### config.mk
export PLATFORM = sky130hd
export DESIGN_NAME = led_event_blinker_flat
export DESIGN_NICKNAME = d
export VERILOG_FILES = /design/src/rtl/led_event_blinker_if.sv /design/src/rtl/led_event_blinker.sv /design/src/flat_wrapper.sv
export SDC_FILE = /design/constraint.sdc
export NUM_CORES = 1
export LEC_CHECK = 0
export ABC_AREA = 0
export BUFFER_PORTS_ARGS = -buffer_cell sky130_fd_sc_hd__buf_4
export CORE_MARGIN = 1.5
export CORE_UTILIZATION = 25
export DETAILED_ROUTE_END_ITERATION = 10
export PLACE_DENSITY = 0.43
export REMOVE_ABC_BUFFERS = 1
export SYNTH_ARGS = -nofsm -noshare
export SYNTH_HDL_FRONTEND = slang
export SYNTH_SLANG_ARGS = --single-unit
### constraint.sdc
create_clock -name clock -period 5.24 [get_ports clock]
set_clock_uncertainty 0.15 [all_clocks]
set_input_delay 0.262 -clock clock [delete_from_list [all_inputs] [get_ports clock]]
set_output_delay 0.262 -clock clock [all_outputs]
set_load 0.05 [all_outputs]
### src/rtl/led_event_blinker_if.sv
// Event request / LED status bundle between core logic and the blinker.
interface led_event_blinker_if;
    logic i_Event;
    logic o_LED;
    logic o_Busy;
    logic o_Overflow;

    // Event source side: raises requests, observes LED status.
    modport master (
        output i_Event,
        input  o_LED,
        input  o_Busy,
        input  o_Overflow
    );

    // Blinker side.
    modport slave (
        input  i_Event,
        output o_LED,
        output o_Busy,
        output o_Overflow
    );
endinterface

### src/rtl/led_event_blinker.sv
// Turns single-cycle events into human-visible LED blinks: each request
// queues one blink of c_ON_TIME cycles on, followed by c_OFF_TIME cycles off.
module led_event_blinker #(
    parameter int unsigned c_ON_TIME     = 2500000,
    parameter int unsigned c_OFF_TIME    = 2500000,
    parameter int unsigned c_TIMER_WIDTH = 22,
    parameter int unsigned c_PEND_WIDTH  = 4
) (
    input  logic                 clock,
    input  logic                 i_Reset_n,
    led_event_blinker_if.slave   bus
);

    localparam int unsigned TW = c_TIMER_WIDTH;
    localparam int unsigned PW = c_PEND_WIDTH;

    localparam logic [TW-1:0] ON_LAST  = TW'(c_ON_TIME - 1);
    localparam logic [TW-1:0] OFF_LAST = TW'(c_OFF_TIME - 1);
    localparam logic [PW-1:0] PEND_MAX = {PW{1'b1}};

    typedef enum logic [1:0] {
        ST_IDLE = 2'd0,
        ST_ON   = 2'd1,
        ST_OFF  = 2'd2
    } state_t;

    state_t        state_q, state_d;
    logic [TW-1:0] timer_q, timer_d;
    logic [PW-1:0] pending_q, pending_d;
    logic          led_q, led_d;
    logic          busy_q, busy_d;
    logic          ovf_q, ovf_d;
    logic          consume;

    // Next-state, timer, pending-queue and output decode.
    always_comb begin
        state_d   = state_q;
        timer_d   = timer_q;
        pending_d = pending_q;
        ovf_d     = ovf_q;
        consume   = 1'b0;

        unique case (state_q)
            ST_IDLE: begin
                // Only requests already counted start a blink; no same-edge bypass.
                if (pending_q != '0) begin
                    state_d = ST_ON;
                    timer_d = '0;
                    consume = 1'b1;
                end
            end
            ST_ON: begin
                if (timer_q == ON_LAST) begin
                    state_d = ST_OFF;
                    timer_d = '0;
                end else begin
                    timer_d = timer_q + TW'(1);
                end
            end
            ST_OFF: begin
                if (timer_q == OFF_LAST) begin
                    timer_d = '0;
                    // Chain straight into the next blink when one is queued.
                    if (pending_q != '0) begin
                        state_d = ST_ON;
                        consume = 1'b1;
                    end else begin
                        state_d = ST_IDLE;
                    end
                end else begin
                    timer_d = timer_q + TW'(1);
                end
            end
            default: begin
                state_d = ST_IDLE;
                timer_d = '0;
            end
        endcase

        // Saturating request counter; a request at full depth is dropped and flagged.
        if (bus.i_Event && !consume) begin
            if (pending_q == PEND_MAX) begin
                ovf_d = 1'b1;
            end else begin
                pending_d = pending_q + PW'(1);
            end
        end else if (!bus.i_Event && consume) begin
            pending_d = pending_q - PW'(1);
        end

        led_d  = (state_d == ST_ON);
        busy_d = (state_d != ST_IDLE) || (pending_d != '0);
    end

    // State and registered outputs; reset discards any blink in progress.
    always_ff @(posedge clock or negedge i_Reset_n) begin
        if (!i_Reset_n) begin
            state_q   <= ST_IDLE;
            timer_q   <= '0;
            pending_q <= '0;
            led_q     <= 1'b0;
            busy_q    <= 1'b0;
            ovf_q     <= 1'b0;
        end else begin
            state_q   <= state_d;
            timer_q   <= timer_d;
            pending_q <= pending_d;
            led_q     <= led_d;
            busy_q    <= busy_d;
            ovf_q     <= ovf_d;
        end
    end

    assign bus.o_LED      = led_q;
    assign bus.o_Busy     = busy_q;
    assign bus.o_Overflow = ovf_q;

endmodule
### src/flat_wrapper.sv
// flat-port wrapper written by rule: the top's interface ports become plain ports
module led_event_blinker_flat 
#(
    parameter int unsigned c_ON_TIME     = 2500000,
    parameter int unsigned c_OFF_TIME    = 2500000,
    parameter int unsigned c_TIMER_WIDTH = 22,
    parameter int unsigned c_PEND_WIDTH  = 4
)
  (clock, i_Reset_n, bus_i_Event, bus_o_LED, bus_o_Busy, bus_o_Overflow);
  led_event_blinker_if bus_i ();
  input  logic clock;
  input  logic i_Reset_n;
  input wire logic [$bits(bus_i.i_Event)-1:0] bus_i_Event;
  output wire logic [$bits(bus_i.o_LED)-1:0] bus_o_LED;
  output wire logic [$bits(bus_i.o_Busy)-1:0] bus_o_Busy;
  output wire logic [$bits(bus_i.o_Overflow)-1:0] bus_o_Overflow;
  assign bus_i.i_Event = bus_i_Event;
  assign bus_o_LED = bus_i.o_LED;
  assign bus_o_Busy = bus_i.o_Busy;
  assign bus_o_Overflow = bus_i.o_Overflow;
  led_event_blinker #(.c_ON_TIME(c_ON_TIME), .c_OFF_TIME(c_OFF_TIME), .c_TIMER_WIDTH(c_TIMER_WIDTH), .c_PEND_WIDTH(c_PEND_WIDTH)) u_core (.clock(clock), .i_Reset_n(i_Reset_n), .bus(bus_i));
endmodule
# Yosys cells after proc, flatten, opt, wreduce, memory -nomap -nowiden
# Index checks and enable logic that the tools add are counted.
[totals] reg_bits=31 inputBits=3 elab_cells=40
[op_classes] n_addsub=3 n_eq_ne=6 n_mux=14 n_reduce_logical=11
[ops] cell="22-bit 2-to-1 mux" n=2
[ops] cell="22-bit one-hot mux with 2 select lines" n=1
[ops] cell="22-bit by 1-bit adder with 22-bit output, second input constant" n=1
[ops] cell="22-bit == test, second input constant" n=1
[ops] cell="4-bit 2-to-1 mux" n=3
[ops] cell="4-bit nonzero test" n=2
[ops] cell="2-bit 2-to-1 mux" n=3
[ops] cell="2-bit one-hot mux with 3 select lines" n=1
[ops] cell="4-bit by 1-bit adder with 4-bit output, second input constant" n=1
[ops] cell="2-bit by 1-bit == test with 1-bit output, second input constant" n=2
[ops] cell="4-bit == test, second input constant" n=1
[ops] cell="4-bit by 1-bit subtractor with 4-bit output, second input constant" n=1
[ops] cell="1-bit 2-to-1 mux" n=3
[ops] cell="2-bit == test, second input constant" n=1
[ops] cell="1-bit logical AND" n=2
[ops] cell="1-bit logical NOT" n=2
[ops] cell="2-bit logical NOT" n=1
[ops] cell="2-bit by 1-bit != test with 1-bit output, second input constant" n=1
[ops] cell="1-bit one-hot mux with 2 select lines" n=1
[ops] cell="2-bit AND reduction" n=1
[ops] cell="2-bit nonzero test" n=1
[ops] cell="2-bit OR reduction" n=1
[ops] cell="1-bit logical OR" n=1

# Depth between registers and ports, before layout
[depth] ltp_word=9 depth_mapped=9 ltp_nobuf=8

# Worst setup path before layout
# Ideal clock, no wire load.
[synth_path] path_type="flip-flop to flip-flop" startpoint="register u_core.pending_q[0]" endpoint="register u_core.busy_q, in the netlist u_core.bus.o_Busy" setup_time_ns=0.139 t_arrival_ns=2.185 t_required_ns=4.951 path_slack_ns=2.766 stages_incl_launch_ff=9 period_less_slack_ns=2.474 path_cell_list="dfrtp_1 inv_1 ha_1 or3b_4 and4_4 a21o_1 mux2_1 o22ai_1 or4_1"
[synth_between] elab_chain_len=9 elab_cells_between_ends=20
[synth_lines] item="from (decl)" line_no="led_event_blinker.sv:29" rtl="logic [PW-1:0] pending_q, pending_d;"
[synth_lines] item="from (signal assigned)" line_no="led_event_blinker.sv:107" rtl="pending_q <= pending_d;"
[synth_lines] item="4-bit nonzero test" line_no="led_event_blinker.sv:46, led_event_blinker.sv:64"
[synth_lines] item="1-bit 2-to-1 mux" line_no="led_event_blinker.sv:46, led_event_blinker.sv:64"
[synth_lines] item="1-bit 2-to-1 mux" line_no="led_event_blinker.sv:61" rtl="if (timer_q == OFF_LAST) begin"
[synth_lines] item="1-bit one-hot mux with 2 select lines" line_no="led_event_blinker.sv:43" rtl="unique case (state_q)"
[synth_lines] item="1-bit logical AND / 1-bit logical NOT (equally long branches)" line_no="led_event_blinker.sv:87, led_event_blinker.sv:81"
[synth_lines] item="4-bit 2-to-1 mux / 1-bit logical AND (equally long branches)" line_no="led_event_blinker.sv:87, led_event_blinker.sv:81"
[synth_lines] item="4-bit 2-to-1 mux *" line_no="led_event_blinker.sv:81" rtl="if (bus.i_Event && !consume) begin"
[synth_lines] item="named net u_core.pending_d[2]" line_no="led_event_blinker.sv:29"
[synth_lines] item="4-bit nonzero test *" line_no="led_event_blinker.sv:92" rtl="busy_d = (state_d != ST_IDLE) || (pending_d != '0);"
[synth_lines] item="1-bit logical OR *" line_no="led_event_blinker.sv:92"
[synth_lines] item="named net u_core.busy_d" line_no="led_event_blinker.sv:31" rtl="logic busy_q, busy_d;"
[synth_lines] item="to (signal assigned)" line_no="led_event_blinker.sv:109" rtl="busy_q <= busy_d;"
[synth_lines] item="to (decl)" line_no="led_event_blinker.sv:31"
# Mark *: on every way through the listed nets, which the timed path passes. The rest lies on a longest branch.
# A chain may end at the register's enable or synchronous reset.

# Worst setup path in the final report
[layout_path] startpoint="register u_core.timer_q[5]" endpoint="register u_core.timer_q[7]"
[layout_between] elab_chain_len=3 elab_cells_between_ends=4
[layout_lines] item="from (decl)" line_no="led_event_blinker.sv:28" rtl="logic [TW-1:0] timer_q, timer_d;"
[layout_lines] item="from (signal assigned)" line_no="led_event_blinker.sv:106" rtl="timer_q <= timer_d;"
[layout_lines] item="22-bit by 1-bit adder with 22-bit output / 22-bit == test (equally long branches)"
[layout_lines] item="22-bit 2-to-1 mux *" line_no="led_event_blinker.sv:53, led_event_blinker.sv:61"
[layout_lines] item="22-bit one-hot mux with 2 select lines *" line_no="led_event_blinker.sv:43"
# Mark *: on every way between the ends. The rest lies on a longest branch, timed or not.

==> flow_summary.json <==
{
  "layout_setup_ws_ns": 2.51,
  "port-buffer-count": 5,
  "drv_slew": 0,
  "synth_async_sr_flop_share_pct": 100,
  "finalCritPeriodShare_pct": 52.1,
  "dieArea_um2": 8210,
  "arrival_ns": 2.74,
  "crit_type": "flip-flop to flip-flop",
  "cts_resized": 0,
  "drc": 0,
  "relSlewSlack_pct": 30.4,
  "start_util_pct": 26.2,
  "synth_top_flop_cell": "dfrtp_1",
  "htree_levels": 2,
  "syn_to_final_growth_pct": 12.5,
  "dp_hpwl_um": 2920,
  "finalSetupViolCount": 0,
  "synth.distinct_cells": 48,
  "ios": 6,
  "total_power_uw": 656,
  "cts_sinks": 31,
  "final_common_cell": "dfrtp_1",
  "fmax_mhz": 366,
  "synth_area_um2": 1920,
  "die_w_um": 90.6,
  "fin_nets": 218,
  "tightest_slew_ns": 1.03,
  "p_per_area_nw_per_um2": 304,
  "clockRootBuffer": "clkbuf_8",
  "fin_util_pct": 29.4,
  "synth_area_leaders": "dfrtp_1, ha_1, o21ai_0, nor2_1, xnor2_1",
  "cts_tree": "yes",
  "crit_required_ns": 5.25,
  "antenna_found_initial": 0,
  "fin_crit_ns": 2.73,
  "cap_violations": 0,
  "syn_area_per_cell_um2": 9.54,
  "grt_pass1_wl_um": 6870,
  "p_leak_uw": 0.000879,
  "max-vdd-ir-drop_mv": 0.0900,
  "grt_pass1_vias": 1374,
  "path_max_fanout": 11,
  "clk_pin_slew_ns": 0.06,
  "fillers": 763,
  "cp_top_family": "simple AND/OR/NAND/NOR gates",
  "setup_tns_ns": 0,
  "regArea_um2": 776,
  "coreArea_um2": 7330,
  "crit_chain": "nor4b_4 > nand4_1 > o21ai_0 > and2_1 > nor2_1",
  "synth_seq_area_share_pct": 40.4,
  "vias": 1438,
  "postSynthCellCount": 201,
  "crit_path_top_delay_cell": "o21ai_0",
  "hp-class": "primary input to flip-flop",
  "rsz0062_at_grt": "no",
  "multi_input_area_um2": 1070,
  "status": "finished, final reports clean",
  "drt-wirelength-per-cell_um": 12.9,
  "avgViaCountPerCell": 4.68,
  "gp_congestion": 0.764,
  "clockBufferDepth": 2,
  "drt_iter0_markers": 45,
  "grt_max_degree": 32,
  "rows": 31,
  "diodes": 0,
  "startpoint_type": "flip-flop",
  "die_y_um": 90.6,
  "numCtsBuffers": 5,
  "grt_overflow": 0,
  "synth-edff-count": 0,
  "r2r_slack_ns": 2.51,
  "synth_top_cell_area_share_pct": 40.4,
  "layout_common_cells": "dfrtp_1, nor2_1, o21ai_0",
  "first_pass_iters": 4,
  "synth-seq-cells": 31,
  "antenna_left": 0,
  "drive_gt1_share_pct": 12.0,
  "grt_usage_pct": 10.6,
  "wirelength_um": 3950,
  "cpPeakStageDelay_ns": 0.84,
  "cp-end-kind": "flip-flop",
  "synth_top_area_cell": "dfrtp_1",
  "insertion_delay_ns": 0.29,
  "synth_warnings": 0,
  "finalHoldViolations": 0,
  "pre_cts_ws_ns": 2.53,
  "crit_buf_inv": 0
}
==> sequential cells by signal (all words and copies together), names as in the netlist <==
| name | cells |
|---|---|
| u_core.timer_q | 22 |
| u_core.pending_q | 4 |
| u_core.state_q | 2 |
| u_core.bus.o_Busy | 1 |
| u_core.bus.o_LED | 1 |
| u_core.bus.o_Overflow | 1 |
==> routing by layer <==
metal | track usage (%) | routed length, um | vias to the layer above
li1 | - | - | 736
met1 | 13.7 | 1990 | 671
met2 | 16.3 | 1740 | 23
met3 | 2.95 | 123 | 8
met4 | 5.03 | 92 | 0
met5 | 0 | 0 | -
==> path summary, 6_finish.rpt <==
kind,startpoint,endpoint,depth (start not counted)
worst max-delay path,u_core.timer_q[5]$_DFFE_PN0P_,u_core.timer_q[7]$_DFFE_PN0P_,5
worst min-delay path,bus_i_Event,u_core.pending_q[1]$_DFF_PN0_,2
worst max register to register,u_core.timer_q[5]$_DFFE_PN0P_,u_core.timer_q[7]$_DFFE_PN0P_,5
worst min register to register,u_core.bus.o_Overflow$_DFFE_PN0P_,u_core.bus.o_Overflow$_DFFE_PN0P_,1
max in group asynchronous,i_Reset_n,u_core.state_q[0]$_DFF_PN0_,2
min in group asynchronous,i_Reset_n,u_core.timer_q[15]$_DFFE_PN0P_,2
==> stage by stage <==
step           hold slack, ns  cell area [um^2]  instances
5_1_grt                 0.119              2160        307
2_1_floorplan          -0.184              1870        194
3_5_place_dp           0.0749              2030        298
6_report               0.0976              2160        307
3_3_place_gp           0.0831              2030        298
4_1_cts                 0.101              2160        307
==> area by class of cell <==
| class | instances | share of cell area (%) |
|---|---|---|
| clock buffer | 6 | 3.83 |
| clock inverter | 2 | 1.62 |
| timing repair buffer | 6 | 2.20 |
| inverter | 6 | 1.04 |
| sequential | 31 | 35.9 |
| tap | 99 | 5.74 |
| multi-input combinational | 157 | 49.6 |
==> logic make-up (layout without fill, tap and decap cells) <==
family	after synthesis	in the layout	share of synthesized area, %
flops	31	31	40.4
mux	6	6	3.26
buf+inv	13	20	3.72
compound gates	41	41	13.4
xor+xnor	12	12	5.48
fa+ha+maj	8	8	5.22
simple gates	90	90	28.4
==> Yosys cell counts, types with 2 or more instances <==
library cell,count
o22ai_1,2
dfrtp_1,31
o21ai_0,18
nand3_1,4
nor3_1,4
nor2b_1,2
and2_1,7
and4_1,3
or4_1,2
xor2_1,5
nor3b_1,2
nand2_1,16
buf_6,3
a21oi_2,2
nand2b_1,5
ha_1,8
xnor2_1,7
clkbuf_1,3
o31ai_1,4
nor2_1,21
and3_1,3
a31o_2,2
mux2i_1,4
inv_1,6
a21oi_1,5
nor4b_4,2
nand4_1,9
==> power by group <==
group / leakage (uW) / total [uW] / switching (uW) / internal (uW)
clock network: 0.0000612 / 245 / 91.4 / 154
registers: 0.000394 / 285 / 25.8 / 259
logic: 0.000424 / 126 / 66.9 / 58.9
==> repair_timing <==
item | 4_1_cts | 5_1_grt
hold buffers | 1 | 0
buffers inserted | 0 | 0
hold endpoints to repair | 31 | 0
(Power assumes the default switching activity.)
